**config.mk**
```make
export PLATFORM = sky130hd
export DESIGN_NAME = query_loader
export DESIGN_NICKNAME = d
export VERILOG_FILES = /design/src/rtl/query_loader.sv
export SDC_FILE = /design/constraint.sdc
export NUM_CORES = 1
export LEC_CHECK = 0
export BUFFER_PORTS_ARGS = -buffer_cell sky130_fd_sc_hd__buf_2
export CAP_MARGIN = 0
export CELL_PAD_IN_SITES_DETAIL_PLACEMENT = 0
export CELL_PAD_IN_SITES_GLOBAL_PLACEMENT = 1
export CORE_ASPECT_RATIO = 0.7
export CORE_MARGIN = 10
export CORE_UTILIZATION = 37
export DETAILED_ROUTE_END_ITERATION = 12
export PLACE_DENSITY_LB_ADDON = 0.1
export RECOVER_POWER = 25
export SYNTH_ARGS = -nofsm -noshare
export SYNTH_HDL_FRONTEND = slang
export SYNTH_SLANG_ARGS = --single-unit
```
**constraint.sdc**
```tcl
create_clock -name clk_in -period 2.4 [get_ports clk_in]
set_input_delay 0.24 -clock clk_in [delete_from_list [all_inputs] [get_ports clk_in]]
set_output_delay 0.24 -clock clk_in [all_outputs]
set_load 0.02 [all_outputs]
```
**src/rtl/query_loader.sv**
```systemverilog
// Host-to-engine query assembler: deserializes a toggle-strobed word stream into a
// query vector, k and start vertex, launches the search engine and times its latency.
module query_loader #(
    parameter int          DIM       = 4,
    parameter logic [31:0] SYNC_WORD = 32'hFFFF_FFFF,
    parameter int          CNT_W     = 32
) (
    input  logic                       clk_in,
    input  logic                       rst_in,
    input  logic [31:0]                word_in,
    input  logic                       seq_in,
    input  logic                       done_in,
    output logic [32*DIM-1:0]          query_out,
    output logic [15:0]                k_out,
    output logic [31:0]                vertex_id_out,
    output logic                       valid_out,
    output logic                       busy_out,
    output logic [31:0]                cycles_out,
    output logic [$clog2(DIM+3)-1:0]   word_count_out
);

    localparam int            CW     = $clog2(DIM + 3);
    localparam logic [CW-1:0] K_SLOT = CW'(DIM);
    localparam logic [CW-1:0] V_SLOT = CW'(DIM + 1);

    typedef enum logic [1:0] {
        IDLE,
        COLLECT,
        LAUNCH,
        RUN
    } state_t;

    state_t           state;
    logic             seq_q;
    logic [CNT_W-1:0] cycle_cnt;
    logic             strobe;
    logic             is_sync;

    // Every level change of seq_in presents exactly one word.
    assign strobe  = (seq_in != seq_q);
    assign is_sync = (word_in == SYNC_WORD);

    assign cycles_out = 32'(cycle_cnt);

    always_ff @(posedge clk_in) begin
        if (rst_in) begin
            state          <= IDLE;
            seq_q          <= seq_in;
            query_out      <= '0;
            k_out          <= '0;
            vertex_id_out  <= '0;
            valid_out      <= 1'b0;
            busy_out       <= 1'b0;
            cycle_cnt      <= '0;
            word_count_out <= '0;
        end else begin
            seq_q     <= seq_in;
            valid_out <= 1'b0;
            case (state)
                IDLE: begin
                    if (strobe && is_sync) begin
                        word_count_out <= '0;
                        state          <= COLLECT;
                    end
                end
                COLLECT: begin
                    if (strobe) begin
                        if (is_sync) begin
                            word_count_out <= '0;
                        end else begin
                            for (int i = 0; i < DIM; i++) begin
                                if (word_count_out == CW'(i)) begin
                                    query_out[32*i +: 32] <= word_in;
                                end
                            end
                            if (word_count_out == K_SLOT) begin
                                k_out <= word_in[15:0];
                            end
                            word_count_out <= word_count_out + 1'b1;
                            // The vertex id is the last slot; launch on the next cycle.
                            if (word_count_out == V_SLOT) begin
                                vertex_id_out <= word_in;
                                valid_out     <= 1'b1;
                                busy_out      <= 1'b1;
                                cycle_cnt     <= '0;
                                state         <= LAUNCH;
                            end
                        end
                    end
                end
                LAUNCH: begin
                    state <= RUN;
                end
                RUN: begin
                    if (done_in) begin
                        busy_out <= 1'b0;
                        state    <= IDLE;
                    end else if (cycle_cnt != {CNT_W{1'b1}}) begin
                        cycle_cnt <= cycle_cnt + 1'b1;
                    end
                end
                default: begin
                    state <= IDLE;
                end
            endcase
        end
    end

endmodule

```
==> results.cfg <==
[worst_setup_path]
worst_setup_path_start_kind = flip-flop
r2r_slack_ns = 0.19
critPathMaxFanout = 8
timing.critical_path.required_ns = 2.83
largest_incremental_delay_on_the_critical_path_ns = 0.47
critPathArrivalTime_ns = 2.64
critical_path_class = flip-flop to flip-flop
list_of_cells_traversed_by_the_critical_path = inv_1 > ha_1 > nand2_1 > a211oi_2 > buf_4 > o22ai_2 > or4_1 > o22ai_1
critPathCaptureType = flip-flop
critical-path-slowest-cell = or4_1

[finish]
diodes = 0
synthToLayoutAreaGrowth_pct = 32.7
n_fill_cell = 2357
layout.cell_area.non_filler_um2 = 11300
final_layout_size_suffix_gt1_frac = 0.201
layoutNonFillerInstCount = 1685
post_layout_nets = 1402
final_core_util = 0.498

[routing]
via_per_instance_ratio = 4.96
detailed_route_iter0_violations = 507
wirelength_mm = 31.4
wl_per_cell_um = 18.6
dr.pass1.iters = 4
detailroute.via_count = 8354
drcViolationCount = 0
drt.antenna.violating_nets = 0

[placed_design]
placement.setup.worst_slack_ns = 0.136
io_buffer_count = 248
routabilityCongestion = 0.800
placed_cells = 1642
postPlaceCellArea_um2 = 10600
post-dp-hpwl_mm = 22.5

[power]
power.density_nw_per_um2 = 673
cellLeakagePower_nw = 4.25
power.total_mw = 7.57
ir_drop_mv = 0.464

[die]
core-area_um2 = 22600
die_y_um = 147
die-area_um2 = 29500
floorplan.io_pins = 249
rows = 46
initial_core_util = 0.375
chip_width_um = 201

[clock_tree]
clock_sinks = 216
cts.path.max_buffers = 3
buffers_inserted_by_post_cts_timing_repair = 0
ctsHtreeMaxLevel = 1
cts_tree = yes
tritoncts_buffer_count = 23
root_buffer = clkbuf_16
clkLatencyLatePin_ns = 0.51
clkTransAtPathRegs_ns = 0.07

[sta]
finalSetupViolCount = 0
hold_ws_ns = 0.0352
report.final.slew_viol_count = 0
period_minus_slack_ns = 2.21
setup_slack_ns = 0.188
final_hold_viol_count = 0
tns_ns = 0
period_utilization_post_route = 0.921
achievable-frequency_mhz = 452
worst_pin_slew_ns = 0.640
maxSlewHeadroom = 0.573
unrepaired_setup_endpoints_after_global_routing = no
clock_skew_ns = 0.0176

[job]
max-cap-violations = 0

[grt]
globalRouteOverflowTotal = 0
grt_usage = 0.202
grt_pass1_wl_mm = 48.2
first_global_vias = 7841
grt_max_degree = 78
grt_antenna_before_repair = 0

[synthesis]
yosys.cell_types.count = 52
post-synth-top-area-fraction = 0.510
yosys-top-cells-area = dfxtp_1, nand2_1, a21oi_1
yosysMostFrequentCell = nand2_1
synth_async_sr_flop_share = 0
synthTopCellsByCount = nand2_1, dfxtp_1, a21oi_1
synth_cells = 1076
cell_taking_the_most_area_after_synthesis = dfxtp_1
postSynthRegisterBits = 216
synth-edff-count = 0
synth_area_um2 = 8480
synth.net_count = 1122
postSynthAreaPerCell_um2 = 7.88
synth.yosys.seq_area_share = 0.510
yosys_most_used_dff = dfxtp_1
yosysWarnings = 0

[min_path]
hp-class = input pin to flip-flop

[run_status]
outcome = finished clean
[path summary, 6_finish.rpt]
| kind | from | to | depth (start not counted) |
|---|---|---|---|
| hold reg to reg | query_out[48] | query_out[48] | 2 |
| setup reg to reg | word_count_out[1] | cycles_out[14] | 8 |
| setup / recovery | word_count_out[1] | cycles_out[14] | 8 |
| hold / removal | word_in[31] | query_out[31] | 3 |
[registers in the layout (all words and copies together), names as in the netlist]
| register | count |
|---|---|
| query_out | 128 |
| cycles_out | 32 |
| vertex_id_out | 32 |
| k_out | 16 |
| word_count_out | 3 |
| state | 2 |
| busy_out | 1 |
| seq_q | 1 |
| valid_out | 1 |
[layer usage]
metal / vias to the layer above / GRT usage / share of wire
li1: 4189 / - / -
met1: 3897 / 0.285 / 0.48
met2: 247 / 0.297 / 0.43
met3: 21 / 0.0617 / 0.079
met4: 0 / 0.0340 / 0.012
met5: - / 0 / 0
[timing repair]
action | in CTS | in global routing
resized for setup | 0 | 2
hold buffers | 1 | 0
endpoints found under the hold margin | 1 | 0
endpoints found under the setup margin | 0 | 4
[report_power, final]
group | switching, mW | total [mW] | internal, mW
Combinational | 0.149 | 0.212 | 0.0624
Sequential | 0.000338 | 3.59 | 3.58
Clock | 1.47 | 3.78 | 2.30
[final cells by class]
type | count | area [um2] | share of cell area
timing repair buffer | 327 | 1880 | 0.167
clock inverter | 9 | 124 | 0.0110
inverter | 10 | 37.5 | 0.00334
clock buffer | 33 | 683 | 0.0607
sequential | 216 | 4320 | 0.384
tap | 312 | 390 | 0.0347
multi-input combinational | 778 | 3810 | 0.339
[worst max-delay path: cells and delay by family, from the launching register on]
kind                     cells  cell delay [ns]
AO/OA/AOI/OAI                3             0.63
AND/OR/NAND/NOR              2             0.57
buffers and inverters        2             0.29
adder cells (fa/ha/maj)      1             0.28
flip-flops                   1             0.35
[cells in the final DEF, fill, tap and decap left out, drive strengths merged, types with 10 or more instances in the layout]
| cell type | synthesis | routed |
|---|---|---|
| and3 | 11 | 11 |
| clkbuf | 43 | 140 |
| inv | 9 | 10 |
| nand2 | 376 | 376 |
| buf | 28 | 219 |
| a21oi | 203 | 203 |
| nor3 | 13 | 13 |
| nand4 | 21 | 21 |
| nor2 | 24 | 24 |
| dfxtp | 216 | 216 |
| ha | 10 | 10 |
| nand3 | 19 | 19 |
| o21ai | 20 | 20 |
[kinds of logic after synthesis]
family	Yosys count	share of synthesized area
mux	5	0.00590
xor+xnor	1	0.00103
compound gates	263	0.170
flops	216	0.510
simple gates	499	0.255
buf+inv	82	0.0437
fa+ha+maj	10	0.0147
No activity file was read; power rests on OpenSTA's default activity.
